### src/rtl/riscv_pkg.sv
// Shared RV32E decode constants: opcodes, immediate formats and the ID-stage record.
package riscv_pkg;

   localparam int XLEN      = 32;
   localparam int NREG      = 16;
   localparam int REG_IDX_W = $clog2(NREG);

   localparam logic [6:0] OPC_LUI    = 7'b0110111;
   localparam logic [6:0] OPC_AUIPC  = 7'b0010111;
   localparam logic [6:0] OPC_JAL    = 7'b1101111;
   localparam logic [6:0] OPC_JALR   = 7'b1100111;
   localparam logic [6:0] OPC_BRANCH = 7'b1100011;
   localparam logic [6:0] OPC_LOAD   = 7'b0000011;
   localparam logic [6:0] OPC_STORE  = 7'b0100011;
   localparam logic [6:0] OPC_OPIMM  = 7'b0010011;
   localparam logic [6:0] OPC_OP     = 7'b0110011;

   // IMM_NONE covers OP and unknown opcodes, which carry no immediate.
   typedef enum logic [2:0] {
      IMM_I,
      IMM_S,
      IMM_B,
      IMM_U,
      IMM_J,
      IMM_NONE
   } imm_fmt_e;

   typedef struct packed {
      logic [XLEN-1:0]      pc;
      logic [6:0]           opcode;
      logic [2:0]           funct3;
      logic [6:0]           funct7;
      logic [REG_IDX_W-1:0] rd;
      logic                 we;
      logic [XLEN-1:0]      imm;
      logic                 illegal;
   } id_bundle_t;

endpackage

### src/rtl/decode_stage_if.sv
// Fetch, register-file read, execute and writeback signals around the decode stage.
// Handshake: a transfer happens on a cycle where valid && ready; valid never waits on ready.
interface decode_stage_if;
   import riscv_pkg::*;

   logic                 if_valid;
   logic                 if_ready;
   logic [XLEN-1:0]      if_instr;
   logic [XLEN-1:0]      if_pc;
   logic                 rf_re;
   logic [REG_IDX_W-1:0] rf_rs1;
   logic [REG_IDX_W-1:0] rf_rs2;
   logic                 id_valid;
   logic                 id_ready;
   logic [XLEN-1:0]      id_pc;
   logic [6:0]           id_opcode;
   logic [2:0]           id_funct3;
   logic [6:0]           id_funct7;
   logic [REG_IDX_W-1:0] id_rd;
   logic                 id_we;
   logic [XLEN-1:0]      id_imm;
   logic                 id_illegal;
   logic                 wb_valid;
   logic [REG_IDX_W-1:0] wb_rd;
   logic                 flush;
   logic [NREG-1:0]      dbg_busy;

   modport slave (
      input  if_valid, if_instr, if_pc, id_ready, wb_valid, wb_rd, flush,
      output if_ready, rf_re, rf_rs1, rf_rs2, id_valid, id_pc, id_opcode, id_funct3,
             id_funct7, id_rd, id_we, id_imm, id_illegal, dbg_busy
   );

   modport master (
      output if_valid, if_instr, if_pc, id_ready, wb_valid, wb_rd, flush,
      input  if_ready, rf_re, rf_rs1, rf_rs2, id_valid, id_pc, id_opcode, id_funct3,
             id_funct7, id_rd, id_we, id_imm, id_illegal, dbg_busy
   );

endinterface

### src/rtl/decode_stage_imm_gen.sv
// Combinational RV32I immediate extraction; opcode bits are not needed here.
module imm_gen
   import riscv_pkg::*;
(
   input  logic [31:7]     instr_i,
   input  imm_fmt_e        fmt_i,
   output logic [XLEN-1:0] imm_o
);

   always_comb begin
      imm_o = '0;
      case (fmt_i)
         IMM_I: imm_o = {{20{instr_i[31]}}, instr_i[31:20]};
         IMM_S: imm_o = {{20{instr_i[31]}}, instr_i[31:25], instr_i[11:7]};
         IMM_B: imm_o = {{19{instr_i[31]}}, instr_i[31], instr_i[7], instr_i[30:25],
                         instr_i[11:8], 1'b0};
         IMM_U: imm_o = {instr_i[31:12], 12'h000};
         IMM_J: imm_o = {{11{instr_i[31]}}, instr_i[31], instr_i[19:12], instr_i[20],
                         instr_i[30:21], 1'b0};
         default: imm_o = '0;
      endcase
   end

endmodule

### src/rtl/decode_stage.sv
// RV32E decode stage: field decode, RAW scoreboard with stall, and the ID pipeline register.
module decode_stage
   import riscv_pkg::*;
(
   input  logic          clk,
   input  logic          reset,
   decode_stage_if.slave bus
);

   logic [6:0]           opc;
   logic [REG_IDX_W-1:0] rs1, rs2, rd;
   logic                 legal, use_rs1, use_rs2, has_rd;
   logic                 reg_bad, illegal;
   imm_fmt_e             fmt;
   logic [XLEN-1:0]      imm;
   logic                 hit_rs1, hit_rs2, hazard;
   logic                 ready, accept, handshake;

   id_bundle_t           id_q, id_d;
   logic                 id_valid_q, id_valid_d;
   logic [NREG-1:0]      busy_q, busy_d;

   assign opc = bus.if_instr[6:0];
   assign rs1 = bus.if_instr[18:15];
   assign rs2 = bus.if_instr[23:20];
   assign rd  = bus.if_instr[10:7];

   always_comb begin
      legal   = 1'b1;
      use_rs1 = 1'b1;
      use_rs2 = 1'b0;
      has_rd  = 1'b1;
      fmt     = IMM_I;
      case (opc)
         OPC_LUI, OPC_AUIPC: begin use_rs1 = 1'b0; fmt = IMM_U; end
         OPC_JAL:            begin use_rs1 = 1'b0; fmt = IMM_J; end
         OPC_JALR, OPC_LOAD, OPC_OPIMM: fmt = IMM_I;
         OPC_BRANCH:         begin use_rs2 = 1'b1; has_rd = 1'b0; fmt = IMM_B; end
         OPC_STORE:          begin use_rs2 = 1'b1; has_rd = 1'b0; fmt = IMM_S; end
         OPC_OP:             begin use_rs2 = 1'b1; fmt = IMM_NONE; end
         default: begin
            legal   = 1'b0;
            use_rs1 = 1'b0;
            has_rd  = 1'b0;
            fmt     = IMM_NONE;
         end
      endcase
   end

   // Bit 4 of any used register field addresses beyond the RV32E file.
   assign reg_bad = (use_rs1 && bus.if_instr[19]) || (use_rs2 && bus.if_instr[24]) ||
                    (has_rd && bus.if_instr[11]);
   assign illegal = !legal || reg_bad;

   imm_gen u_imm_gen (
      .instr_i (bus.if_instr[31:7]),
      .fmt_i   (fmt),
      .imm_o   (imm)
   );

   // The held instruction counts as pending even while it is being handed off.
   assign hit_rs1 = (rs1 != '0) && (busy_q[rs1] || (id_valid_q && id_q.we && id_q.rd == rs1));
   assign hit_rs2 = (rs2 != '0) && (busy_q[rs2] || (id_valid_q && id_q.we && id_q.rd == rs2));
   assign hazard  = (use_rs1 && hit_rs1) || (use_rs2 && hit_rs2);

   assign ready     = !reset && !hazard && (!id_valid_q || bus.id_ready) && !bus.flush;
   assign accept    = bus.if_valid && ready;
   assign handshake = id_valid_q && bus.id_ready && !bus.flush;

   always_comb begin
      busy_d = busy_q;
      if (bus.wb_valid) busy_d[bus.wb_rd] = 1'b0;
      if (handshake && id_q.we) busy_d[id_q.rd] = 1'b1;
      busy_d[0] = 1'b0;
   end

   always_comb begin
      id_d       = id_q;
      id_valid_d = id_valid_q;
      if (bus.flush) begin
         id_valid_d = 1'b0;
      end else if (accept) begin
         id_valid_d     = 1'b1;
         id_d.pc        = bus.if_pc;
         id_d.opcode    = opc;
         id_d.funct3    = bus.if_instr[14:12];
         id_d.funct7    = bus.if_instr[31:25];
         id_d.rd        = rd;
         id_d.we        = has_rd && !illegal && (rd != '0);
         id_d.imm       = imm;
         id_d.illegal   = illegal;
      end else if (handshake) begin
         id_valid_d = 1'b0;
      end
   end

   always_ff @(posedge clk) begin
      if (reset) begin
         id_q       <= '0;
         id_valid_q <= 1'b0;
         busy_q     <= '0;
      end else begin
         id_q       <= id_d;
         id_valid_q <= id_valid_d;
         busy_q     <= busy_d;
      end
   end

   assign bus.if_ready   = ready;
   assign bus.rf_re      = accept;
   assign bus.rf_rs1     = rs1;
   assign bus.rf_rs2     = rs2;
   assign bus.id_valid   = id_valid_q;
   assign bus.id_pc      = id_q.pc;
   assign bus.id_opcode  = id_q.opcode;
   assign bus.id_funct3  = id_q.funct3;
   assign bus.id_funct7  = id_q.funct7;
   assign bus.id_rd      = id_q.rd;
   assign bus.id_we      = id_q.we;
   assign bus.id_imm     = id_q.imm;
   assign bus.id_illegal = id_q.illegal;
   assign bus.dbg_busy   = busy_q;

endmodule
### src/flat_wrapper.sv
// flat-port wrapper written by rule: the top's interface ports become plain ports
module decode_stage_flat import riscv_pkg::*;
  (clk, reset, bus_if_valid, bus_if_instr, bus_if_pc, bus_id_ready, bus_wb_valid, bus_wb_rd, bus_flush, bus_if_ready, bus_rf_re, bus_rf_rs1, bus_rf_rs2, bus_id_valid, bus_id_pc, bus_id_opcode, bus_id_funct3, bus_id_funct7, bus_id_rd, bus_id_we, bus_id_imm, bus_id_illegal, bus_dbg_busy);
  decode_stage_if bus_i ();
  input  logic clk;
  input  logic reset;
  input wire logic [$bits(bus_i.if_valid)-1:0] bus_if_valid;
  input wire logic [$bits(bus_i.if_instr)-1:0] bus_if_instr;
  input wire logic [$bits(bus_i.if_pc)-1:0] bus_if_pc;
  input wire logic [$bits(bus_i.id_ready)-1:0] bus_id_ready;
  input wire logic [$bits(bus_i.wb_valid)-1:0] bus_wb_valid;
  input wire logic [$bits(bus_i.wb_rd)-1:0] bus_wb_rd;
  input wire logic [$bits(bus_i.flush)-1:0] bus_flush;
  output wire logic [$bits(bus_i.if_ready)-1:0] bus_if_ready;
  output wire logic [$bits(bus_i.rf_re)-1:0] bus_rf_re;
  output wire logic [$bits(bus_i.rf_rs1)-1:0] bus_rf_rs1;
  output wire logic [$bits(bus_i.rf_rs2)-1:0] bus_rf_rs2;
  output wire logic [$bits(bus_i.id_valid)-1:0] bus_id_valid;
  output wire logic [$bits(bus_i.id_pc)-1:0] bus_id_pc;
  output wire logic [$bits(bus_i.id_opcode)-1:0] bus_id_opcode;
  output wire logic [$bits(bus_i.id_funct3)-1:0] bus_id_funct3;
  output wire logic [$bits(bus_i.id_funct7)-1:0] bus_id_funct7;
  output wire logic [$bits(bus_i.id_rd)-1:0] bus_id_rd;
  output wire logic [$bits(bus_i.id_we)-1:0] bus_id_we;
  output wire logic [$bits(bus_i.id_imm)-1:0] bus_id_imm;
  output wire logic [$bits(bus_i.id_illegal)-1:0] bus_id_illegal;
  output wire logic [$bits(bus_i.dbg_busy)-1:0] bus_dbg_busy;
  assign bus_i.if_valid = bus_if_valid;
  assign bus_i.if_instr = bus_if_instr;
  assign bus_i.if_pc = bus_if_pc;
  assign bus_i.id_ready = bus_id_ready;
  assign bus_i.wb_valid = bus_wb_valid;
  assign bus_i.wb_rd = bus_wb_rd;
  assign bus_i.flush = bus_flush;
  assign bus_if_ready = bus_i.if_ready;
  assign bus_rf_re = bus_i.rf_re;
  assign bus_rf_rs1 = bus_i.rf_rs1;
  assign bus_rf_rs2 = bus_i.rf_rs2;
  assign bus_id_valid = bus_i.id_valid;
  assign bus_id_pc = bus_i.id_pc;
  assign bus_id_opcode = bus_i.id_opcode;
  assign bus_id_funct3 = bus_i.id_funct3;
  assign bus_id_funct7 = bus_i.id_funct7;
  assign bus_id_rd = bus_i.id_rd;
  assign bus_id_we = bus_i.id_we;
  assign bus_id_imm = bus_i.id_imm;
  assign bus_id_illegal = bus_i.id_illegal;
  assign bus_dbg_busy = bus_i.dbg_busy;
  decode_stage u_core (.clk(clk), .reset(reset), .bus(bus_i));
endmodule
### config.mk
export PLATFORM = sky130hd
export DESIGN_NAME = decode_stage_flat
export DESIGN_NICKNAME = d
export VERILOG_FILES = /design/src/rtl/riscv_pkg.sv /design/src/rtl/decode_stage_if.sv /design/src/rtl/decode_stage_imm_gen.sv /design/src/rtl/decode_stage.sv /design/src/flat_wrapper.sv
export SDC_FILE = /design/constraint.sdc
export NUM_CORES = 1
export LEC_CHECK = 0
export ABC_AREA = 0
export BUFFER_PORTS_ARGS = -buffer_cell sky130_fd_sc_hd__buf_2
export CAP_MARGIN = 20
export CELL_PAD_IN_SITES_DETAIL_PLACEMENT = 0
export CELL_PAD_IN_SITES_GLOBAL_PLACEMENT = 2
export CORE_MARGIN = 1.5
export CORE_UTILIZATION = 30
export CTS_CLUSTER_SIZE = 20
export DETAILED_ROUTE_END_ITERATION = 16
export PLACE_DENSITY = 0.84
export SYNTH_ARGS = -nofsm -noshare
export SYNTH_HDL_FRONTEND = slang
export SYNTH_HIERARCHICAL = 1
export SYNTH_SLANG_ARGS = --single-unit
### constraint.sdc
create_clock -name clk -period 4.5 [get_ports clk]
set_clock_uncertainty 0.05 [all_clocks]
set_input_delay 0.675 -clock clk [delete_from_list [all_inputs] [get_ports clk]]
set_output_delay 0.675 -clock clk [all_outputs]
set_load 0.1 [all_outputs]
==> metrics.txt, run 1 <==
outcome=completed; WL final=18.2 mm; Setup violations, final=0; crit path DAT=2.69 ns; Period minus WS final=3.41 ns; Internal Power=around 0.0014 W; Synth cell types=55; Setup crit start=bus_id_ready; CP Class=in2out; initial antenna violation count=2; Final nets=876; hold wc startpoint=u_core/bus.id_funct3[0]$_SDFFE_PP0P_; Clock power frac=0.330; number of fill cells=approximately 1800; GP Congestion=0.856; initial drt markers=301; cts bufs inserted=9; commonest non-fill, non-tap cell in the layout=buf_2; io pins=about 190; Flop pwr share=0.433; Worst VDD drop=approximately 170 uV; pwr dens=340 mW/mm^2; HPWL after DPL=roughly 12 mm; Cells after Synth=about 670; fin util=0.375; Layout area overhead=21.9%; layout cells sized above 1=0.290; routed len/inst=17.6 um; worst-path fanout max=3; CTS tree=done; Placed Cells incl. Taps=1015; Post-synth EDFFs=0; share of the cycle needed by the critical path after routing=0.759; ANT nets after route=0; Total GRT Usage=0.193; Max Cap Viol=0; CTS resizes=0; first-pass GRT wire length=between 20 and 30 mm; Hold Fails Final Rpt=0; Seq/Total Area, Yosys=0.387; Min-Delay Path Class=reg2reg; Initial Util=0.308; CTS Hold Buffers Added=0; ys async rst share=0; Clock Latency Late Sink=0.35 ns; TritonRoute pass-1 iters=4; endpoint class of the critical path=output port; Die Area=between 0.015 and 0.02 mm^2; largest net degree at the start of global routing=around 110; Post-Syn Area=0.00532 mm^2; Slew HR=0.319; diode count=0; WP data required=~3.8 ns; die width=roughly 140 um; RSZ-0062 raised after global routing=no; Hold Slack=around 0.42 ns; Leak Pwr=2.64 nW; Clock Tree Buf Depth=2; Port Buffers=about 190; syn nets=about 740; syn_area_per_cell=slightly below 8 um^2; R2R Path Start=u_core/bus.id_valid$_SDFFE_PP0P_; synth warn=6; Clock transition at path regs=0.06 ns; clock sinks=between 100 and 150; Post-Route Setup TNS=0 ns; Yosys reg bits=103; vias in the first global route=between 5000 and 6000; H-tree lvl count=3; Net Sw Frac=0.352; Vias=between 5000 and 6000; most frequent cells in the layout=buf_2 (184), a21oi_1 (121), dfxtp_1 (103), nand3_1 (90), o21ai_0 (73); fmax=293 MHz; gr ovfl total=0; Post-CTS Setup Bufs=0; number of remaining DRC errors=0; Comb power frac=0.237; CTS Root Cell=clkbuf_16; core footprint=0.0173 mm^2; Finished Layout Cells=~1000; Most used DFF post-synth=dfxtp_1; Die H=136 um; CP Launch Type=input port; sw power=about 0.00078 W; Max Slew Vio Count=0; FP Rows=48; vias per cell=5.27; Slew @ Worst Pin=between 1 and 1.5 ns
## Yosys cell counts (all sizes together), types with 2 or more instances
master	instances	area [um^2]
dfxtp	103	2060
nor4	3	18.8
mux4	5	113
xnor2	5	43.8
o41ai	2	25.0
nand2	43	161
buf	46	342
mux2	7	78.8
a22oi	2	20.0
nor2b	15	93.8
o22ai	12	75.1
and2b	2	15.0
nor2	9	33.8
nor3b	3	22.5
a21oi	121	606
or2	4	25.0
nand3b	7	52.6
inv	8	30.0
mux2i	4	40.0
nand2b	11	76.3
o21ai	105	529
clkbuf	28	105
nor3	5	25.0
and2	5	31.3
xor2	3	26.3
nand3	90	450
o211ai	3	22.5
## routing by layer
| metal | vias up | share of wire | global-route usage |
|---|---|---|---|
| met5 | - | 0 | 0 |
| met4 | 0 | 0.014 | 0.0579 |
| met3 | 20 | 0.077 | 0.0537 |
| met2 | 184 | 0.47 | 0.320 |
| met1 | 2577 | 0.44 | 0.244 |
| li1 | 2652 | - | - |
## kinds of logic (layout without fill, tap and decap cells)
logic type | after synthesis | after routing | share of synthesized area
AOI/OAI and AO/OA | 258 | 258 | 0.270
and+or+nand+nor | 200 | 200 | 0.194
DFF | 103 | 103 | 0.387
buffers and inverters | 82 | 219 | 0.0896
muxes | 16 | 16 | 0.0435
xor gates and xnor gates | 8 | 8 | 0.0132
adders and majority gates | 1 | 1 | 0.00212
other | 1 | 1 | 0.000705
## cell type report
cell class                      instances  area, um^2  share of cell area
Tap cell                              225         282              0.0434
Timing Repair Buffer                  196        1040               0.161
Clock buffer                           12         246              0.0380
Inverter                                8        30.0             0.00463
Multi-Input combinational cell        484        2800               0.432
Sequential cell                       103        2060               0.318
Clock inverter                          3        20.0             0.00309
## metrics by stage
| stage | worst slack, ns | instance area, um^2 | total power (W) |
|---|---|---|---|
| 2_1_floorplan | 0.333 | 5320 | 0.00139 |
| 3_3_place_gp | 1.09 | 6190 | 0.00150 |
| 3_5_place_dp | 1.09 | 6190 | 0.00150 |
| 4_1_cts | 1.08 | 6460 | 0.00224 |
| 5_1_grt | 0.937 | 6490 | 0.00231 |
| 6_report | 1.09 | 6490 | 0.00221 |
## critical path, cell delays in order
cell and delay, ns:
buf_2 0.09, nand2b_1 0.12, nor3b_1 0.68, o41ai_2 0.30, a2bb2oi_4 0.21, nor2_1 0.13
buf_2 0.46
## final timing paths
path / slack, ns / endpoint / depth (start not counted)
setup / recovery: 1.09 / bus_if_ready / 7
hold / removal: 0.42 / u_core/bus.id_funct3[0]$_SDFFE_PP0P_ / 2
setup reg to reg: 1.60 / u_core/bus.id_imm[14]$_SDFFE_PP0P_ / 7
hold reg to reg: 0.42 / u_core/bus.id_funct3[0]$_SDFFE_PP0P_ / 2
## state kept, by name, indices dropped and copies added (netlist names)
signal	cells
u_core/bus.dbg_busy	15
u_core/bus.id_funct3	3
u_core/bus.id_funct7	7
u_core/bus.id_illegal	1
u_core/bus.id_imm	32
u_core/bus.id_opcode	7
u_core/bus.id_pc	32
u_core/bus.id_rd	4
u_core/bus.id_valid	1
u_core/bus.id_we	1
## power groups by stage
stage	clock network, W	logic [W]	registers [W]
final	0.000728	0.000523	0.000957
after global placement	0	0.000518	0.000977
after floorplan	0	0.000217	0.00117
after CTS	0.000757	0.000522	0.000957
after global routing	0.000795	0.000554	0.000960
after detailed placement	0	0.000521	0.000978
Power figures use the tool's default switching activity.
==> run 2, diff against run 1 <==
--- a/config.mk
+++ b/config.mk
@@ -11,10 +11,10 @@
 export CELL_PAD_IN_SITES_DETAIL_PLACEMENT = 0
 export CELL_PAD_IN_SITES_GLOBAL_PLACEMENT = 2
 export CORE_MARGIN = 1.5
-export CORE_UTILIZATION = 30
+export CORE_UTILIZATION = 25
 export CTS_CLUSTER_SIZE = 20
 export DETAILED_ROUTE_END_ITERATION = 16
-export PLACE_DENSITY = 0.84
+export PLACE_DENSITY = 0.74
 export SYNTH_ARGS = -nofsm -noshare
 export SYNTH_HDL_FRONTEND = slang
 export SYNTH_HIERARCHICAL = 1
==> constraint.sdc (replaced) <==
create_clock -name clk -period 2.8 [get_ports clk]
set_clock_uncertainty 0.05 [all_clocks]
set_input_delay 0.42 -clock clk [delete_from_list [all_inputs] [get_ports clk]]
set_output_delay 0.42 -clock clk [all_outputs]
set_load 0.1 [all_outputs]
==> run 2 against run 1 <==
Against the previous run: final cell count is 7.0% higher; critical path depth stayed put; sequential cell count stayed put; sequential share of layout area is 1.4 points lower; global-route usage is 1.6 points lower; via count is 1.4% higher; total power is 72% higher; first-iteration DRC count is 18% higher; register-to-register slack worse by 1.1 ns.
==> metrics.txt, run 2 (same netlist as run 1, synthesis figures left out) <==
outcome=completed (unchanged); gr ovfl total=0 (unchanged); pwr dens=554 mW/mm^2 (was 340 mW/mm^2); R2R Path Start=u_core/bus.dbg_busy[14]$_SDFF_PP0_ (was u_core/bus.id_valid$_SDFFE_PP0P_); routed len/inst=18.0 um (was 17.6 um); Initial Util=0.254 (was 0.308); worst-path fanout max=4 (was 3); Total GRT Usage=0.178 (was 0.193); Period minus WS final=between 2 and 3 ns; Leak Pwr=2.79 nW (was 2.64 nW); busiest grt layer=met2 (unchanged); clock sinks=103 (unchanged); HPWL after DPL=13.7 mm (was 12.4 mm); Max Cap Viol=0 (unchanged); cts bufs inserted=9 (unchanged); Clock transition at path regs=0.08 ns (was 0.06 ns); Comb power frac=0.235 (was 0.237); WP data required=2.33 ns (was 3.77 ns); GP Congestion=0.813 (was 0.856); Worst VDD drop=249 uV (was 175 uV); Final nets=895 (was 876); Finished Layout Cells=1103 (was 1031); hold wc startpoint=bus_flush (was u_core/bus.id_funct3[0]$_SDFFE_PP0P_); Clock Tree Buf Depth=2 (unchanged); Setup crit end=bus_rf_re (was bus_if_ready); endpoint class of the critical path=output port (unchanged); met1 Usage GRT=0.242 (was 0.244); io pins=188 (unchanged); Slew @ Worst Pin=0.970 ns (was 1.01 ns); core footprint=0.0210 mm^2 (was 0.0173 mm^2); crit path DAT=2.22 ns (was 2.69 ns); routing usage on met2=0.274 (was 0.320); Port Buffers=186 (unchanged); CTS tree=done (unchanged); Hold Slack=0.188 ns (was 0.424 ns); WL final=19.8 mm (was 18.2 mm); most frequent cells in the layout=buf_2 (182), a21oi_1 (121), nand3_1 (90), dfxtp_1 (83), o21ai_0 (73) (was buf_2 (184), a21oi_1 (121), dfxtp_1 (103), nand3_1 (90), o21ai_0 (73)); Vias=5510 (was 5433); Hold Fails Final Rpt=0 (unchanged); vias per cell=5.00 (was 5.27); GR met3 Demand/Resource=0.0465 (was 0.0537); Net Sw Frac=0.362 (was 0.352); setup ws final=0.113 ns (was 1.09 ns); Setup violations, final=0 (unchanged); FP Rows=53 (was 48); sw power=0.00138 W (was 0.000777 W); CP Class=reg2out (was in2out); post-placement worst setup slack=0.0509 ns (was 1.09 ns); Placed Cells incl. Taps=1085 (was 1015); initial drt markers=356 (was 301); Layout area overhead=28.9% (was 21.9%); Internal Power=0.00243 W (was 0.00143 W); Post-Route Setup TNS=0 ns (unchanged); H-tree lvl count=3 (unchanged); commonest non-fill, non-tap cell in the layout=buf_2 (unchanged); Post-CTS Setup Bufs=0 (unchanged); largest net degree at the start of global routing=86 (was 105); number of fill cells=2324 (was 1833); Clock power frac=0.361 (was 0.330); first-pass GRT wire length=30.5 mm (was 28.1 mm); Slew HR=0.345 (was 0.319); layout cells sized above 1=0.338 (was 0.290); CP Launch Type=register (was input port); Max Slew Vio Count=0 (unchanged); initial antenna violation count=4 (was 2); RR Endpoint=u_core/bus.id_imm[19]$_SDFFE_PP0P_ (was u_core/bus.id_imm[14]$_SDFFE_PP0P_); Min-Delay Path Class=in2reg (was reg2reg); RSZ-0062 raised after global routing=no (unchanged); Die H=149 um (was 136 um); ANT nets after route=0 (unchanged); TritonRoute pass-1 iters=5 (was 4); vias in the first global route=5248 (was 5235); Power Total=0.00380 W (was 0.00221 W); Flop pwr share=0.404 (was 0.433); number of remaining DRC errors=0 (unchanged); fmax=approximately 370 MHz; CTS Root Cell=clkbuf_16 (unchanged); Setup crit start=u_core/bus.dbg_busy[14]$_SDFF_PP0_ (was bus_id_ready); Die Area=0.0222 mm^2 (was 0.0186 mm^2); worst reg2reg setup slack=0.55 ns (was 1.60 ns); share of the cycle needed by the critical path after routing=0.959; die width=149 um (was 136 um); R2R depth=7 (unchanged); Clock Latency Late Sink=0.36 ns (was 0.35 ns)
## run 2: cell count changes in the layout (fill, tap and decap cells not counted), moves of 7 or more
cell     change
dfxtp_1     -20
dfxtp_2     +20
buf_4       +14
buf_12       +7
## run 2: worst min-delay path by stage
| stage | cells past startpoint | slack (ns) | to |
|---|---|---|---|
| final | 2 | 0.19 | u_core/bus.id_valid$_SDFFE_PP0P_ |
| after global routing | 2 | 0.20 | u_core/bus.id_valid$_SDFFE_PP0P_ |
| after CTS | 2 | 0.17 | u_core/bus.id_valid$_SDFFE_PP0P_ |
| after detailed placement | 2 | 0.42 | u_core/bus.id_funct3[1]$_SDFFE_PP0P_ |
| after global placement | 2 | 0.41 | u_core/bus.id_imm[4]$_SDFFE_PP0P_ |
| after floorplan | 1 | 0.44 | u_core/bus.id_valid$_SDFFE_PP0P_ |
## run 2: worst max-delay path: stages, from the launching register on
cell	delay, ns
dfxtp_2	0.35
mux4_2	0.47
a22oi_2	0.24
o311ai_4	0.17
o2bb2ai_4	0.20
nand2_1	0.14
clkinvlp_4	0.11
buf_12	0.17
## run 2: routing by layer
metal | vias up | wire, um
met3 | 20 | 1520
met1 | 2611 | 9170
met2 | 170 | 8850
met4 | 4 | 257
li1 | 2705 | -
met5 | - | 18
## run 2: power groups by stage
| stage | sequential (W) | clock, W | combinational [W] |
|---|---|---|---|
| 2_1_floorplan | 0.00188 | 0 | 0.000353 |
| 3_3_place_gp | 0.00157 | 0 | 0.000899 |
| 3_5_place_dp | 0.00157 | 0 | 0.000896 |
| 4_1_cts | 0.00154 | 0.00142 | 0.000897 |
| 5_1_grt | 0.00154 | 0.00147 | 0.000942 |
| 6_report | 0.00154 | 0.00137 | 0.000893 |
## run 2: what timing repair did
item | in CTS | in global routing
hold buffers | 0 | 0
gates resized for setup | 0 | 1
setup endpoints to repair | 0 | 1
## run 2: per-stage QoR
step	area, um^2	utilization
2_1_floorplan	5370	-
3_5_place_dp	6540	0.312
3_3_place_gp	6540	0.312
5_1_grt	6860	0.327
6_report	6860	0.327
4_1_cts	6850	0.327
## run 2: area by class of cell
type / instances / area [um^2] / share of cell area
tap: 275 / 344 / 0.0501
multi-input combinational: 484 / 2820 / 0.411
timing repair buffer: 215 / 1260 / 0.183
antenna: 2 / 5.00 / 0.000729
inverter: 8 / 33.8 / 0.00492
clock inverter: 7 / 86.3 / 0.0126
sequential: 103 / 2090 / 0.304
clock buffer: 9 / 225 / 0.0328
==> run 3, diff against run 2 <==
--- a/config.mk
+++ b/config.mk
@@ -10,11 +10,12 @@
 export CAP_MARGIN = 20
 export CELL_PAD_IN_SITES_DETAIL_PLACEMENT = 0
 export CELL_PAD_IN_SITES_GLOBAL_PLACEMENT = 2
-export CORE_MARGIN = 1.5
+export CORE_MARGIN = 2
 export CORE_UTILIZATION = 25
 export CTS_CLUSTER_SIZE = 20
 export DETAILED_ROUTE_END_ITERATION = 16
 export PLACE_DENSITY = 0.74
+export REMOVE_ABC_BUFFERS = 1
 export SYNTH_ARGS = -nofsm -noshare
 export SYNTH_HDL_FRONTEND = slang
 export SYNTH_HIERARCHICAL = 1
==> run 3 against run 2 <==
Against the previous run: non-clock buffer count shrank 1; sequential power is essentially flat; die area grew 1.3%; clock power shrank 4%; first-iteration DRC count shrank 5.1%; core utilization shrank 0.36 points; wire length shrank 4.0%; final cell count shrank 0.27%; largest cell class unchanged; largest power group unchanged; highest routed layer unchanged.
==> metrics.txt, run 3 (same netlist as run 1, synthesis figures left out) <==
endpoint class of the critical path=output port (unchanged); diode count=0 (was 2); vias in the first global route=5065 (was 5248); gr ovfl total=0 (unchanged); largest net degree at the start of global routing=105 (was 86); Initial Util=0.254 (unchanged); Max Cap Viol=0 (unchanged); worst-path fanout max=4 (unchanged); Period minus WS final=2.73 ns (was 2.69 ns); GP Congestion=0.832 (was 0.813); first-pass GRT wire length=29.3 mm (was 30.5 mm); number of fill cells=2365 (was 2324); FP Rows=53 (unchanged); outcome=completed (unchanged); Slew HR=0.377 (was 0.345); number of remaining DRC errors=0 (unchanged); Placed Cells incl. Taps=1084 (was 1085); Finished Cell Area=0.00679 mm^2 (was 0.00686 mm^2); most frequent cells in the layout=buf_2 (183), a21oi_1 (121), dfxtp_1 (103), nand3_1 (90), o21ai_0 (73) (was buf_2 (182), a21oi_1 (121), nand3_1 (90), dfxtp_1 (83), o21ai_0 (73)); Setup violations, final=0 (unchanged); layout cells sized above 1=0.309 (was 0.338); Post-CTS Setup Bufs=0 (unchanged); cts bufs inserted=9 (unchanged); routed len/inst=17.3 um (was 18.0 um); post-placement worst setup slack=-0.0249 ns (was 0.0509 ns); Leak Pwr=2.77 nW (was 2.79 nW); Slew @ Worst Pin=0.934 ns (was 0.970 ns); CP Launch Type=register (unchanged); ANT nets after route=0 (unchanged); commonest non-fill, non-tap cell in the layout=buf_2 (unchanged); Total GRT Usage=0.165 (was 0.178); Clock transition at path regs=0.07 ns (was 0.08 ns); Layout area overhead=27.5% (was 28.9%); vias per cell=4.91 (was 5.00); clock sinks=103 (unchanged); core footprint=0.0210 mm^2 (unchanged); Die H=150 um (was 149 um); WL final=19.0 mm (was 19.8 mm); CTS Root Cell=clkbuf_16 (unchanged); Max Slew Vio Count=0 (unchanged); fmax=366 MHz (was 372 MHz); Post-Route Setup TNS=0 ns (unchanged); Clock Tree Buf Depth=2 (unchanged); CP Class=reg2out (unchanged); io pins=188 (unchanged); pwr dens=550 mW/mm^2 (was 554 mW/mm^2); post-placement cell area=0.00648 mm^2 (was 0.00654 mm^2); H-tree lvl count=3 (unchanged); WP data required=2.33 ns (about the same); Finished Layout Cells=1100 (was 1103); HPWL after DPL=12.5 mm (was 13.7 mm); initial drt markers=338 (was 356); CTS tree=done (unchanged); fin util=0.324 (was 0.327); Vias=5405 (was 5510); Port Buffers=186 (unchanged); Die Area=0.0225 mm^2 (was 0.0222 mm^2); share of the cycle needed by the critical path after routing=0.976 (was 0.959); Final nets=894 (was 895); crit path DAT=2.26 ns (was 2.22 ns); initial antenna violation count=1 (was 4); Clock Latency Late Sink=0.35 ns (was 0.36 ns); Worst VDD drop=269 uV (was 249 uV); TritonRoute pass-1 iters=4 (was 5); setup ws final=0.0668 ns (was 0.113 ns); Min-Delay Path Class=in2reg (unchanged); RSZ-0062 raised after global routing=no (unchanged); die width=150 um (was 149 um); Hold Fails Final Rpt=0 (unchanged)
[run 3: changes by cell type in the layout (fill, tap and decap cells not counted), moves of 2 or more]
| cell | before | now |
|---|---|---|
| clkbuf_1 | 0 | 2 |
| diode_2 | 2 | 0 |
| dfxtp_2 | 20 | 0 |
| clkinvlp_4 | 2 | 0 |
| dfxtp_1 | 83 | 103 |
| inv_8 | 2 | 0 |
[run 3: path summary, 6_finish.rpt]
kind | slack, ns | from | cells past startpoint | to
setup / recovery | 0.07 | u_core/bus.dbg_busy[14]$_SDFF_PP0_ | 6 | bus_if_ready
hold / removal | 0.22 | bus_flush | 2 | u_core/bus.id_valid$_SDFFE_PP0P_
setup reg to reg | 0.40 | u_core/bus.dbg_busy[13]$_SDFF_PP0_ | 7 | u_core/bus.id_pc[6]$_SDFFE_PP0P_
hold reg to reg | 0.42 | u_core/bus.id_funct7[3]$_SDFFE_PP0P_ | 2 | u_core/bus.id_funct7[3]$_SDFFE_PP0P_
[run 3: metal layers]
metal / track usage / vias to the layer above / share of wire
met3: 0.0363 / 12 / 0.054
met5: 0 / - / 0.00068
met2: 0.263 / 137 / 0.48
met4: 0.0387 / 2 / 0.0088
li1: - / 2689 / -
met1: 0.228 / 2565 / 0.46
[run 3: worst max-delay path: stages (launching register included)]
cell and delay (ns):
dfxtp_1 0.36, mux4_2 0.50, a22oi_2 0.26, o311ai_4 0.18, a2bb2oi_4 0.21, nor2_2 0.19
buf_12 0.20
[run 3: layout make-up]
class / instances / area, um^2 / area share
timing repair buffer: 214 / 1240 / 0.183
multi-input combinational: 484 / 2810 / 0.414
inverter: 8 / 30.0 / 0.00442
tap: 275 / 344 / 0.0507
clock inverter: 4 / 52.6 / 0.00774
sequential: 103 / 2060 / 0.304
clock buffer: 12 / 246 / 0.0363
[run 3: report_power, final]
group | total (W) | internal (W) | switching [W]
clock | 0.00132 | 0.000725 | 0.000597
combinational | 0.000880 | 0.000194 | 0.000687
sequential | 0.00153 | 0.00151 | 0.0000233
total | 0.00373 | 0.00243 | 0.00131
[run 3: stage by stage]
step | hold WS (ns) | total power [W]
final | 0.219 | 0.00373
after CTS | 0.213 | 0.00381
after detailed placement | 0.415 | 0.00245
after global routing | 0.217 | 0.00390
after floorplan | 0.439 | 0.00210
after global placement | 0.410 | 0.00246
[run 3: what timing repair did]
action,4_1_cts,5_1_grt
setup endpoints to repair,0,9
hold buffers,0,0
endpoints found under the hold margin,0,0
resized for setup,0,3
